==> src/rtl/mctrl_fsm.sv <==
// Multicycle MIPS control unit: Moore FSM driving every datapath control input.
// Define MCTRL_OVF_TRAP_EN to enable the sticky overflow trap (suppresses write-back on overflow).
module mctrl_fsm #(
  parameter bit          MEM_WAIT_EN = 1'b1,
  parameter int unsigned STATE_W     = 5
) (
  input  logic               clk,
  input  logic               reset,
  input  logic [31:0]        Inst,
  input  logic               zero,
  input  logic               overflow,
  input  logic               MIO_ready,
  output logic               MemRead,
  output logic               MemWrite,
  output logic               CPU_MIO,
  output logic               IorD,
  output logic               IRWrite,
  output logic [1:0]         RegDst,
  output logic               RegWrite,
  output logic [1:0]         MemtoReg,
  output logic               ALUSrcA,
  output logic [1:0]         ALUSrcB,
  output logic [1:0]         PCSource,
  output logic               PCWrite,
  output logic               PCWriteCond,
  output logic               Branch,
  output logic [2:0]         ALU_operation,
  output logic               unsign,
  output logic               ovf_flag,
  output logic [STATE_W-1:0] state
);

  typedef enum logic [3:0] {
    StIf = 4'd0, StId = 4'd1, StMemAddr = 4'd2, StMemRd = 4'd3, StLwWb = 4'd4,
    StMemWr = 4'd5, StRExe = 4'd6, StRWb = 4'd7, StBr = 4'd8, StJmp = 4'd9,
    StIExe = 4'd10, StIWb = 4'd11, StLuiWb = 4'd12, StJr = 4'd13, StJal = 4'd14
  } state_e;

  localparam logic [2:0] AluAnd = 3'b000, AluOr  = 3'b001, AluAdd = 3'b010, AluXor = 3'b011;
  localparam logic [2:0] AluNor = 3'b100, AluSrl = 3'b101, AluSub = 3'b110, AluSlt = 3'b111;

  state_e state_q, state_d, dec_st;
  logic [5:0] opcode, funct;
  logic ready, r_known, i_unsign, ovf_block;
  logic [2:0] r_alu_op, i_alu_op;
  logic mem_read_raw, mem_write_raw, ir_write_raw, reg_write_raw, pc_write_raw, pc_cond_raw;
  logic unused_bits;

  assign opcode = Inst[31:26];
  assign funct  = Inst[5:0];
  assign ready  = MIO_ready | ~MEM_WAIT_EN;

  always_comb begin
    r_known  = 1'b1;
    r_alu_op = AluAdd;
    case (funct)
      6'b100000: r_alu_op = AluAdd;
      6'b100010: r_alu_op = AluSub;
      6'b100100: r_alu_op = AluAnd;
      6'b100101: r_alu_op = AluOr;
      6'b100110: r_alu_op = AluXor;
      6'b100111: r_alu_op = AluNor;
      6'b101010: r_alu_op = AluSlt;
      6'b000010: r_alu_op = AluSrl;
      default:   r_known  = 1'b0;
    endcase
  end

  always_comb begin
    i_unsign = 1'b0;
    i_alu_op = AluAdd;
    case (opcode)
      6'b001100: begin i_alu_op = AluAnd; i_unsign = 1'b1; end
      6'b001101: begin i_alu_op = AluOr;  i_unsign = 1'b1; end
      6'b001110: begin i_alu_op = AluXor; i_unsign = 1'b1; end
      6'b001010: i_alu_op = AluSlt;
      default:   i_alu_op = AluAdd;
    endcase
  end

  always_comb begin
    state_d = StIf;
    case (state_q)
      StIf: state_d = ready ? StId : StIf;
      StId: begin
        case (opcode)
          6'b100011, 6'b101011: state_d = StMemAddr;
          6'b000000:            state_d = (funct == 6'b001000) ? StJr : StRExe;
          6'b000100, 6'b000101: state_d = StBr;
          6'b000010:            state_d = StJmp;
          6'b000011:            state_d = StJal;
          6'b001000, 6'b001100, 6'b001101, 6'b001110, 6'b001010: state_d = StIExe;
          6'b001111:            state_d = StLuiWb;
          default:              state_d = StIf;
        endcase
      end
      StMemAddr: state_d = (opcode == 6'b101011) ? StMemWr : StMemRd;
      StMemRd:   state_d = ready ? StLwWb : StMemRd;
      StMemWr:   state_d = ready ? StIf : StMemWr;
      StRExe:    state_d = StRWb;
      StIExe:    state_d = StIWb;
      default:   state_d = StIf;
    endcase
  end

  always_ff @(posedge clk) begin
    if (reset) state_q <= StIf;
    else       state_q <= state_d;
  end

  // During reset the outputs show the IF decode, with all enables masked below.
  assign dec_st = reset ? StIf : state_q;

  always_comb begin
    mem_read_raw  = 1'b0;
    mem_write_raw = 1'b0;
    ir_write_raw  = 1'b0;
    reg_write_raw = 1'b0;
    pc_write_raw  = 1'b0;
    pc_cond_raw   = 1'b0;
    IorD          = 1'b0;
    RegDst        = 2'd0;
    MemtoReg      = 2'd0;
    ALUSrcA       = 1'b0;
    ALUSrcB       = 2'd0;
    PCSource      = 2'd0;
    Branch        = 1'b0;
    ALU_operation = AluAnd;
    unsign        = 1'b0;
    case (dec_st)
      StIf: begin
        mem_read_raw = 1'b1; ALUSrcB = 2'd1; ALU_operation = AluAdd;
        pc_write_raw = 1'b1; ir_write_raw = ready;
      end
      StId:      begin ALUSrcB = 2'd3; ALU_operation = AluAdd; end
      StMemAddr: begin ALUSrcA = 1'b1; ALUSrcB = 2'd2; ALU_operation = AluAdd; end
      StMemRd:   begin mem_read_raw = 1'b1; IorD = 1'b1; end
      StLwWb:    begin MemtoReg = 2'd1; reg_write_raw = 1'b1; end
      StMemWr:   begin mem_write_raw = 1'b1; IorD = 1'b1; end
      StRExe:    begin ALUSrcA = 1'b1; ALU_operation = r_alu_op; end
      StRWb:     begin RegDst = 2'd1; reg_write_raw = r_known & ~ovf_block; end
      StBr: begin
        ALUSrcA = 1'b1; ALU_operation = AluSub; pc_cond_raw = 1'b1;
        PCSource = 2'd1; Branch = ~Inst[26];
      end
      StJmp:     begin PCSource = 2'd2; pc_write_raw = 1'b1; end
      StIExe: begin
        ALUSrcA = 1'b1; ALUSrcB = 2'd2; ALU_operation = i_alu_op; unsign = i_unsign;
      end
      StIWb:     reg_write_raw = ~ovf_block;
      StLuiWb:   begin MemtoReg = 2'd2; reg_write_raw = 1'b1; end
      StJr:      begin ALUSrcA = 1'b1; ALU_operation = AluAdd; pc_write_raw = 1'b1; end
      StJal: begin
        RegDst = 2'd2; MemtoReg = 2'd3; reg_write_raw = 1'b1;
        PCSource = 2'd2; pc_write_raw = 1'b1;
      end
      default: ;
    endcase
  end

  assign MemRead     = mem_read_raw & ~reset;
  assign MemWrite    = mem_write_raw & ~reset;
  assign IRWrite     = ir_write_raw & ~reset;
  assign RegWrite    = reg_write_raw & ~reset;
  assign PCWrite     = pc_write_raw & ~reset;
  assign PCWriteCond = pc_cond_raw & ~reset;
  assign CPU_MIO     = MemRead | MemWrite;
  assign state       = STATE_W'(state_q);

`ifdef MCTRL_OVF_TRAP_EN
  logic ovf_pend_q, ovf_flag_q;

  always_ff @(posedge clk) begin
    if (reset) begin
      ovf_pend_q <= 1'b0;
      ovf_flag_q <= 1'b0;
    end else begin
      if (state_d == StIf) begin
        ovf_pend_q <= 1'b0;
      end else if ((state_q == StRExe && (funct == 6'b100000 || funct == 6'b100010)) ||
                   (state_q == StIExe && opcode == 6'b001000)) begin
        ovf_pend_q <= overflow;
      end
      if ((state_q == StRWb || state_q == StIWb) && ovf_pend_q) ovf_flag_q <= 1'b1;
    end
  end

  assign ovf_block   = ovf_pend_q;
  assign ovf_flag    = ovf_flag_q;
  assign unused_bits = ^{Inst[25:6], zero};
`else
  assign ovf_block   = 1'b0;
  assign ovf_flag    = 1'b0;
  assign unused_bits = ^{Inst[25:6], zero, overflow};
`endif

endmodule

==> config.mk <==
export PLATFORM = sky130hd
export DESIGN_NAME = mctrl_fsm
export DESIGN_NICKNAME = d
export VERILOG_FILES = /design/src/rtl/mctrl_fsm.sv
export SDC_FILE = /design/constraint.sdc
export NUM_CORES = 1
export LEC_CHECK = 0
export CAP_MARGIN = 40
export CORE_ASPECT_RATIO = 1.25
export CORE_MARGIN = 10
export CORE_UTILIZATION = 36
export CTS_CLUSTER_DIAMETER = 120
export DETAILED_ROUTE_END_ITERATION = 10
export GPL_TIMING_DRIVEN = 0
export PLACE_DENSITY_LB_ADDON = 0.2
export SLEW_MARGIN = 20
export SYNTH_ARGS = -nofsm -noshare
export SYNTH_HDL_FRONTEND = slang
export SYNTH_SLANG_ARGS = --single-unit
==> constraint.sdc <==
create_clock -name clk -period 1.99 [get_ports clk]
set_clock_uncertainty 0.15 [all_clocks]
set_input_delay 0.398 -clock clk [delete_from_list [all_inputs] [get_ports clk]]
set_output_delay 0.398 -clock clk [all_outputs]
set_load 0.05 [all_outputs]
; ---- Yosys cells after proc, flatten, opt, wreduce, memory -nomap -nowiden
; Cells that the tools add are included.
[totals]
register_bits = 4
in_bits = 37
output_inout_bits = 28
wordCells = 94
[classes]
n_eq_ne = 41
muxes = 27
n_bitwise = 9
n_reduce_logical = 16
[op_table]
columns = op, count
row1 = $pmux W4 S7, 2
row2 = $eq A6 B6 Y1 const B, 9
row3 = $eq A6 B4 Y1 const B, 7
row4 = $eq A4 B4 Y1 const B, 8
row5 = $eq A4 B3 Y1 const B, 6
row6 = $pmux W3 S4, 2
row7 = $pmux W3 S7, 1
row8 = $eq A6 B2 Y1 const B, 3
row9 = $eq A4 B2 Y1 const B, 4
row10 = $eq A6 B3 Y1 const B, 2
row11 = $mux W1, 12
row12 = $pmux W2 S3, 2
row13 = $reduce_or A2 Y1, 6
row14 = $reduce_or A4 Y1, 3
row15 = $reduce_or A5 Y1, 2
row16 = $mux W3, 3
row17 = $eq A4 B1 Y1 const B, 2
row18 = $logic_not A4 Y1, 2
row19 = $mux W4, 2
row20 = $pmux W2 S2, 2
row21 = $reduce_or A8 Y1, 1
row22 = $and A1 B1 Y1, 6
row23 = $logic_not A6 Y1, 1
row24 = $reduce_or A3 Y1, 1
row25 = other kinds (3), 4

; ---- Longest topological paths before layout
[depth]
word_depth = 6
mapped_depth = 7
depth_no_buf = 5

; ---- Worst setup path before layout
; OpenSTA, ideal clock, no wires.
[synth_path]
kind = register to output
from = reg state_q[3]
to = out Branch
t_arrival_ps = 2793
required_ps = 1442
slack_ps = -1351
stages_incl_launch_ff = 5
n_path_buf = 2
path_cell_list = dfxtp_1 clkbuf_1 clkbuf_1 nand2_1 nor4_1
[synth_between]
elab_chain_cells = 3
[synth_rtl]
columns = element, line
row1 = "start, declared", 42  ; state_e state_q, state_d, dec_st;
row2 = "start signal, assigned", 107  ; if (reset) state_q <= StIf;
row3 = "start signal, assigned", 108  ; else state_q <= state_d;
row4 = $mux W4, 112  ; assign dec_st = reset ? StIf : state_q;
row5 = $eq A4 B4 Y1, 130  ; case (dec_st)
row6 = $mux W1, 130
row7 = "end, declared", 26  ; output logic Branch,
; Every way passes these cells.

; ---- Worst setup path after layout
[layout_path]
from = reg state_q[1]
to = out RegWrite
[layout_between]
elab_chain_cells = 5
elab_cells_between_ends = 9
classes_between = 5 x eq/ne / 2 x mux / 1 x bitwise / 1 x reduce/logical
[layout_rtl]
columns = element, line
row1 = $mux W4 *, 112
row2 = $eq A4 B4 Y1 or $eq A4 B3 Y1 (tied branches), 130
row3 = $reduce_or A4 Y1 (no source line), -
row4 = $pmux W1 S2 *, 130
row5 = $and A1 B1 Y1 *, 164  ; assign RegWrite = reg_write_raw & ~reset;
row6 = "end, declared", 19  ; output logic RegWrite,
; Every way passes the cells marked *; elsewhere a longest branch is shown, timed or not.

==> results by group <==
Outcome
  – Status: complete, but fails checks
  – Failing checks: negative setup slack

Pwr
  – Leakage: 0.000931 µW
  – Final Power: 523 µW
  – Maximum VDD drop: 0.000253 V
  – Cell Pwr Density: 237 mW/mm²

Routing
  – Vias: 1,611
  – DR iter-0 viols: 125
  – Post-route ant nets: 0
  – 1st-pass router iterations: 4
  – Detailed Route WL: 5300 µm
  – DR vias/cell: 6.06
  – Routed len/inst: 19.9 µm
  – DR DRC count: 0

Layout
  – Final design area excluding fillers: 0.00221 mm²
  – Max reg flops: 4
  – Fin nets: 271
  – Largest regs: state_q x4
  – Most flops, register: state_q
  – Area growth syn-to-layout: 127%
  – # diodes: 0
  – Non-filler cells, final: 266
  – Layout cells sized above 1: 0.629

Placed design
  – IO buf count: 37
  – Post-DP HPWL: 2830 µm
  – Final RePlAce weighted congestion: 0.920
  – Dpl cells: 225
  – Dpl ws: -1.17 ns
  – Placed cell areas: 0.00163 mm²

Synthesis
  – Synth top area share: 0.0825
  – Seq/Total Area, Yosys: 0.0825
  – Synth Register Bits: 4
  – Count leader, synth: nand2_1
  – Synth cell count leaders: nand2_1, nor2_1, a21oi_1, nor3_1
  – Mapped Area: 971 µm²
  – Yosys synthesis warning count: 0
  – Unique masters post-synth: 49
  – Post-synth ARST share: 0
  – Synth area leaders: dfxtp_1, a21oi_1, nor3_1
  – Post-Synthesis Cells: 153
  – Synth area leader: dfxtp_1
  – Commonest register cell after synthesis: dfxtp_1
  – Synth Area per Inst: 6.35 µm²
  – EDFF count, synth: 0

Critical path
  – Critical Path End Type: output port
  – WP data arrival: 1.65 ns
  – Worst Setup SP: state_q[1]
  – Start of the worst register-to-register path: state_q[1]
  – CP Class: reg2out
  – Crit-path max FO: 6
  – Depth of the worst register-to-register path: 8
  – Setup slack, reg-to-reg: 0.03 ns
  – CP Launch Type: flip-flop
  – Worst setup path end: RegWrite
  – Worst r2r dst: state_q[2]
  – CP required: 1.44 ns

STA
  – Final setup fails: 13
  – Worst-Margin Slew: 0.516 ns
  – RSZ-0062 raised after global routing: true
  – Max Fclk: 456 MHz
  – Final hold slack: 0.406 ns
  – Slew margin rel.: 0.656
  – PnR worst setup slack: -0.205 ns
  – Endpoints failing hold: 0
  – Slew Limit Fails: 0
  – Fin crit share: 1.10
  – Fin crit period: 2.19 ns

Hold path
  – Worst Hold Class: in2reg

Global route
  – First-pass GRT wire length: 7620 µm
  – Total grt overflow: 0
  – Initial antenna violation count: 0
  – Largest net degree at the start of global routing: 11
  – Tot GR Track Use: 0.175
  – Number of global-route vias before repair: 1,604

Clock network
  – Clk Tree Root Cell: clkbuf_4
  – Clk slew on worst S/H paths: 0.04 ns
  – CTS Buffer Depth: 2
  – CTS Buf Count: 3
  – Clock sinks: 4
  – CTS tree: built
  – Cts-stage hold buffer count: 0
  – H-tree levels: 1
  – Worst skew pair latency: 0.24 ns

Floorplanning
  – IO Count: 65
  – Core ar.: 0.00263 mm²
  – Die H: 78.1 µm
  – Die area: 0.00519 mm²
  – FP Rows: 21
  – Initial Util: 0.370
  – Die X-Extent: 66.5 µm

Flow run
  – Max-cap violations: 0
==> power by group <==
group          internal, µW  switching [µW]
Combinational           147             190
Clock                  67.8            37.6
Sequential             78.6            1.79
Total                   294             230
==> per-layer routing <==
layer	up-vias	wire, µm	track usage
met5	-	0	0
met4	0	187	0.0483
met3	21	339	0.0341
met2	92	2750	0.324
met1	770	2030	0.191
li1	728	-	-
==> what timing repair did <==
item / 4_1_cts / 5_1_grt
endpoints found under the setup margin: 23 / 21
gates resized for setup: 219 / 36
setup buffers: 27 / 12
cloned: 1 / 0
pin swaps: 14 / 11
==> through the flow <==
| step | util | TNS [ns] |
|---|---|---|
| floorplan | - | -0.454 |
| global placement | 0.620 | -19.82 |
| detailed placement | 0.620 | -20.07 |
| CTS | 0.767 | -0.608 |
| global route | 0.840 | -1.92 |
| finish | 0.840 | -1.22 |
==> layout by cell type, fill, tap and decap left out, types with 4 or more instances in the layout <==
| cell type | instances |
|---|---|
| buf_6 | 18 |
| clkbuf_4 | 4 |
| clkdlybuf4s50_1 | 4 |
| nand2_1 | 9 |
| buf_2 | 6 |
| nor4_4 | 4 |
| nor2_1 | 7 |
| buf_8 | 11 |
| nor3_4 | 7 |
| nor2_4 | 4 |
| dfxtp_4 | 4 |
| nor4_1 | 4 |
| buf_4 | 41 |
| o21ai_0 | 4 |
| a21oi_1 | 10 |
==> worst max-delay path, stage by stage (launching register included) <==
cell        delay, ns
dfxtp_4          0.34
buf_8            0.12
clkinvlp_4       0.10
o211a_1          0.21
a31oi_1          0.16
nor2_1           0.08
a41o_2           0.25
buf_8            0.15
==> cell families (layout without fill, tap and decap cells) <==
| family | after synthesis | in the layout | synth area share |
|---|---|---|---|
| AOI/OAI and AO/OA | 42 | 42 | 0.290 |
| buffers and inverters | 23 | 101 | 0.116 |
| muxes | 4 | 4 | 0.0425 |
| and+or+nand+nor | 75 | 75 | 0.429 |
| xor gates and xnor gates | 4 | 4 | 0.0361 |
| other | 1 | 2 | 0.00386 |
| DFF | 4 | 4 | 0.0825 |
==> layout make-up <==
cell class	instances	area, µm²
flip-flops and latches	4	95.1
repair buffers	77	694
clock buffers	3	22.5
inverters	5	26.3
multi-input cells	127	1120
plain buffers	16	209
fillers	135	419
well taps	34	42.5
==> worst min-delay path by stage <==
stage            endpoint  startpoint  depth (start not counted)  slack (ns)
2_1_floorplan  state_q[1]    Inst[30]                          3        0.48
3_3_place_gp   state_q[0]    Inst[26]                          4        0.61
3_5_place_dp   state_q[0]    Inst[26]                          4        0.61
4_1_cts        state_q[0]    Inst[26]                          4        0.36
5_1_grt        state_q[0]    Inst[26]                          4        0.41
6_report       state_q[0]    Inst[26]                          4        0.41
Note: power is estimated with default switching activity, not from simulation.
